$ cat src/rtl/prog_countdown_7_pkg.sv
// Shared types and helpers for the programmable countdown timer.
// Optional BCD outputs are enabled with PROG_COUNTDOWN_BCD_EN.
package prog_count_pkg;

    localparam int COUNT_W     = 7;
    localparam int DEFAULT_MAX = 99;

    typedef enum logic [1:0] {
        ST_IDLE  = 2'd0,
        ST_HOLD  = 2'd1,
        ST_COUNT = 2'd2,
        ST_DONE  = 2'd3
    } state_e;

    // Full 7-bit compare, so 100..127 saturate at the ceiling.
    function automatic logic [COUNT_W-1:0] clamp_load(input logic [COUNT_W-1:0] v,
                                                      input int max_val);
        if (int'(v) > max_val)
            return COUNT_W'(max_val);
        return v;
    endfunction

    function automatic logic [7:0] to_bcd(input logic [COUNT_W-1:0] v);
        int tens;
        int ones;
        tens = int'(v) / 10;
        ones = int'(v) - tens * 10;
        return {4'(tens), 4'(ones)};
    endfunction

endpackage

$ cat src/rtl/prog_countdown_7_tick_prescaler.sv
// Divides enabled clock cycles down to one tick every PRESCALE enabled cycles.
// clr returns the divider to zero and overrides en.
module tick_prescaler #(
    parameter int PRESCALE = 1
) (
    input  logic CLK,
    input  logic reset,
    input  logic clr,
    input  logic en,
    output logic tick
);

    logic [7:0] cnt_q;
    logic [7:0] cnt_d;

    // Combinational tick lets the owner act on the same edge that wraps the divider.
    assign tick = en && (cnt_q == 8'(PRESCALE - 1));

    always_comb begin
        cnt_d = cnt_q;
        if (clr)
            cnt_d = 8'd0;
        else if (en)
            cnt_d = tick ? 8'd0 : cnt_q + 8'd1;
    end

    always_ff @(posedge CLK or posedge reset) begin
        if (reset)
            cnt_q <= 8'd0;
        else
            cnt_q <= cnt_d;
    end

endmodule

$ cat src/rtl/prog_countdown_7.sv
// Programmable 7-bit countdown timer: clamped load, run/pause, one-cycle done pulse.
// Define PROG_COUNTDOWN_BCD_EN to add registered bcd_tens/bcd_ones outputs.
module prog_countdown_7
    import prog_count_pkg::*;
#(
    parameter int PRESCALE = 1,
    parameter int MAX_VAL  = DEFAULT_MAX
) (
    input  logic               CLK,
    input  logic               reset,
    input  logic [COUNT_W-1:0] start_count,
    input  logic               load,
    input  logic               run,
    output logic [COUNT_W-1:0] count_out,
    output logic               busy,
    output logic               done,
`ifdef PROG_COUNTDOWN_BCD_EN
    output logic [3:0]         bcd_tens,
    output logic [3:0]         bcd_ones,
`endif
    output state_e             state_dbg_o
);

    // Handshake: none; load is a one-cycle strobe taking priority over run,
    // run is a level sampled every edge, done is a one-cycle registered pulse.

    state_e             state_q, state_d;
    logic [COUNT_W-1:0] count_q, count_d;
    logic               busy_q;
    logic               done_q, done_d;
    logic               tick;
    logic               pre_en;

    // Gated by run so the divider freezes on the very edge that pauses.
    assign pre_en = (state_q == ST_COUNT) && run;

    tick_prescaler #(
        .PRESCALE(PRESCALE)
    ) u_prescaler (
        .CLK  (CLK),
        .reset(reset),
        .clr  (load),
        .en   (pre_en),
        .tick (tick)
    );

    always_comb begin
        state_d = state_q;
        count_d = count_q;
        done_d  = 1'b0;
        if (load) begin
            state_d = ST_HOLD;
            count_d = clamp_load(start_count, MAX_VAL);
        end else begin
            case (state_q)
                ST_IDLE: ;
                ST_HOLD: begin
                    if (run) begin
                        if (count_q != '0) begin
                            state_d = ST_COUNT;
                        end else begin
                            state_d = ST_DONE;
                            done_d  = 1'b1;
                        end
                    end
                end
                ST_COUNT: begin
                    if (!run) begin
                        state_d = ST_HOLD;
                    end else if (tick) begin
                        count_d = count_q - COUNT_W'(1);
                        if (count_q == COUNT_W'(1)) begin
                            state_d = ST_DONE;
                            done_d  = 1'b1;
                        end
                    end
                end
                ST_DONE: ;
                default: state_d = ST_IDLE;
            endcase
        end
    end

    always_ff @(posedge CLK or posedge reset) begin
        if (reset) begin
            state_q <= ST_IDLE;
            count_q <= '0;
            busy_q  <= 1'b0;
            done_q  <= 1'b0;
        end else begin
            state_q <= state_d;
            count_q <= count_d;
            busy_q  <= (state_d == ST_COUNT);
            done_q  <= done_d;
        end
    end

    assign count_out   = count_q;
    assign busy        = busy_q;
    assign done        = done_q;
    assign state_dbg_o = state_q;

`ifdef PROG_COUNTDOWN_BCD_EN
    logic [7:0] bcd_q;

    always_ff @(posedge CLK or posedge reset) begin
        if (reset)
            bcd_q <= 8'd0;
        else
            bcd_q <= to_bcd(count_d);
    end

    assign bcd_tens = bcd_q[7:4];
    assign bcd_ones = bcd_q[3:0];
`endif

endmodule

$ cat config.mk
export PLATFORM = sky130hd
export DESIGN_NAME = prog_countdown_7
export DESIGN_NICKNAME = d
export VERILOG_FILES = /design/src/rtl/prog_countdown_7_pkg.sv /design/src/rtl/prog_countdown_7_tick_prescaler.sv /design/src/rtl/prog_countdown_7.sv
export SDC_FILE = /design/constraint.sdc
export NUM_CORES = 1
export LEC_CHECK = 0
export CORE_UTILIZATION = 55
export CTS_CLUSTER_SIZE = 14
export DETAILED_ROUTE_END_ITERATION = 10
export PLACE_DENSITY = 0.83
export SYNTH_ARGS = -nofsm -noshare
export SYNTH_HDL_FRONTEND = slang
export SYNTH_SLANG_ARGS = --single-unit
$ cat constraint.sdc
create_clock -name CLK -period 4.6 [get_ports CLK]
set_clock_uncertainty 0.2 [all_clocks]
set_input_delay 0.92 -clock CLK [delete_from_list [all_inputs] [get_ports CLK]]
set_output_delay 0.92 -clock CLK [all_outputs]
set_load 0.05 [all_outputs]
==> run summary <==
Sequential-to-total area share from yosys stat: 39.4%
Number of remaining DRC errors: 0
Antenna violations before repair: 0
H-tree depth: 1
Final ANT Viol Nets: 0
Worst Path Required: 3480 ps
Rows: 16
Status: finished clean
Die area: 2380 um2
Slew @ Worst Pin: 720 ps
Count of different cell masters after synthesis: 40
Syn. warnings: 0
Die H: 48.8 um
Post-CTS setup buffers: 0
Area Overhead vs Synth: 22.0%
IO Pins: 22
Initial drt markers: 37
Crit path largest cell delay: 840 ps
Post-synth top area share: 39.4%
Final TNS setup: 0 ps
Num CTS Buffers: 3
CTS sink count: 19
Total GRT Usage: 27.8%
Gate Count Post-Synth: 130
Final period utilization: 59.6%
Crit path buffers/inverters: 1
Crit. End Element: primary output
Placed Cells: 176
Total global routing overflow: 0
Final Max Slew Viols: 0
Starting Density: 60.3%
Hold_buf cts: 0
Critical path launch point type: register
Critical Path AT: 1620 ps
Top post-synthesis cells by area: dfrtp_1 39%, ha_1 7.3%, nor2_1 4.7%
Root Driver: clkbuf_4
Insertion delay to the later sink of the worst-skew pair: 320 ps
CTS resizes: 0
Initial DRT Pass Iterations: 4
Fmax: 365 MHz
Most frequent cells in the layout: 21 x clkdlybuf4s50_1, 19 x dfrtp_1, 15 x nor2_1, 12 x nand2_1, 9 x inv_1
Leakage: 0.602 nW
Slew HR: 51.9%
WL/cell: 15.3 um
Final cell count without fillers: 180
Largest net degree at the start of global routing: 20
Vias in the first global route: 1082
Filler cells: 140
Core Region: 2000 um2
MaxCap Viol Count: 0
Commonest non-fill, non-tap cell in the layout: clkdlybuf4s50_1
CTS tree: built
Unrepaired setup endpoints after global routing: no
Critical Path Fanout Max: 6
Fin. Hold Viols: 0
Top delay family on crit path: buffers and inverters
Syn Std Cell Area: 1210 um2
Max Buffers Root-to-Sink: 2
Drt total wl: 2750 um
Setup violators final: 0
EDFF count, synth: 0
Pwr per Cell Area: 395 nW/um2
Final nets: 172
Largest area contributor in the netlist: dfrtp_1
First-pass GRT wire length: 4950 um
I/O Buffers: 21
Vias: 1096
Die width: 48.8 um
Vias per inst: 6.09
Antenna Cells: 0
Dpl hpwl: 2070 um
FF+latch count, synth: 19
Worst path cell trace: clkdlybuf4s50_1
Clock-pin slew on the worst setup and hold paths: 120 ps
Slowest-stage cell, CP: clkdlybuf4s50_1
Final min period: 2740 ps
Ys flop type: dfrtp_1
VDD IR max: 0.304 mV
Setup CP Type: reg2out
Layout cells sized above 1: 7.19%
Synth async-reset ratio: 100%
Placer Congestion: 0.893
Mean Syn Cell Area: 9.28 um2
HP Class: reg2reg
Synth Net Count: 148
## metal layers
metal	up-vias	share of wire, %	GRT usage (%)
li1	515	-	-
met1	515	41	32.9
met2	56	50	49.1
met3	10	6.0	4.67
met4	0	3.0	12.3
met5	-	0	0
## through the flow
stage | hold slack (ps) | setup WS (ps) | util, % | area, um2 | total power, mW
3_3_place_gp | 352 | 1680 | 72.0 | 1440 | 0.481
3_5_place_dp | 359 | 1620 | 72.0 | 1440 | 0.491
6_report | 397 | 1860 | 73.5 | 1470 | 0.582
4_1_cts | 397 | 1850 | 73.5 | 1470 | 0.582
5_1_grt | 429 | 1800 | 73.5 | 1470 | 0.616
2_1_floorplan | 330 | 2320 | - | 1210 | 0.406
## cell families after synthesis
logic type | count (synthesis) | synth area share, %
and+or+nand+nor | 58 | 28.8
AOI/OAI and AO/OA | 26 | 14.4
DFF | 19 | 39.4
buffers and inverters | 11 | 3.53
xor gates and xnor gates | 9 | 6.53
adders and majority gates | 7 | 7.26
## worst register-to-register path: stages, from the launching register on
cell and delay, ps:
dfrtp_1 470, inv_1 90, ha_1 240, and2_1 380, nand3_4 150, or4_1 520, a31oi_1 170
## cells in the mapped netlist, drive strengths merged, types with 2 or more instances
cell and n:
a21oi 7, a31oi 2, and2 2, dfrtp 19, ha 7, inv 9
nand2 12, nand3 5, nand4 2, nand4b 3, nor2 15, nor2b 2
nor3 2, nor3b 2, nor4b 3, nor4bb 2, o21ai 5, or2 3
or4 2, xnor2 5, xor2 4
## flip-flops by register name (all words and copies together), names as in the netlist
register and count:
count_out 7, done 1, state_dbg_o 2, busy 1
u_prescaler.cnt_q 8
## worst paths after layout
check	cells after the start	start	slack [ps]	to
worst max-delay path	1	state_dbg_o[0]	1860	state_dbg_o[0]
worst min register to register	1	count_out[4]	400	count_out[4]
min in group asynchronous	2	reset	810	u_prescaler.cnt_q[1]
worst max register to register	6	state_dbg_o[0]	2330	count_out[6]
worst min-delay path	1	count_out[4]	400	count_out[4]
max in group asynchronous	2	reset	2930	state_dbg_o[1]
## layout make-up
class | count | area (um2) | share of cell area (%)
multi-input combinational | 100 | 688 | 46.8
sequential | 19 | 475 | 32.3
timing repair buffer | 21 | 210 | 14.3
inverter | 9 | 33.8 | 2.30
tap | 27 | 33.8 | 2.30
clock buffer | 3 | 22.5 | 1.53
clock inverter | 1 | 7.51 | 0.510
## report_power, final
group | switching [mW] | internal [mW] | leakage [nW]
combinational | 0.172 | 0.104 | 0.340
clock | 0.0589 | 0.0333 | 0.0139
sequential | 0.0257 | 0.188 | 0.249
total | 0.257 | 0.325 | 0.602
Note: power is estimated with default switching activity, not from simulation.
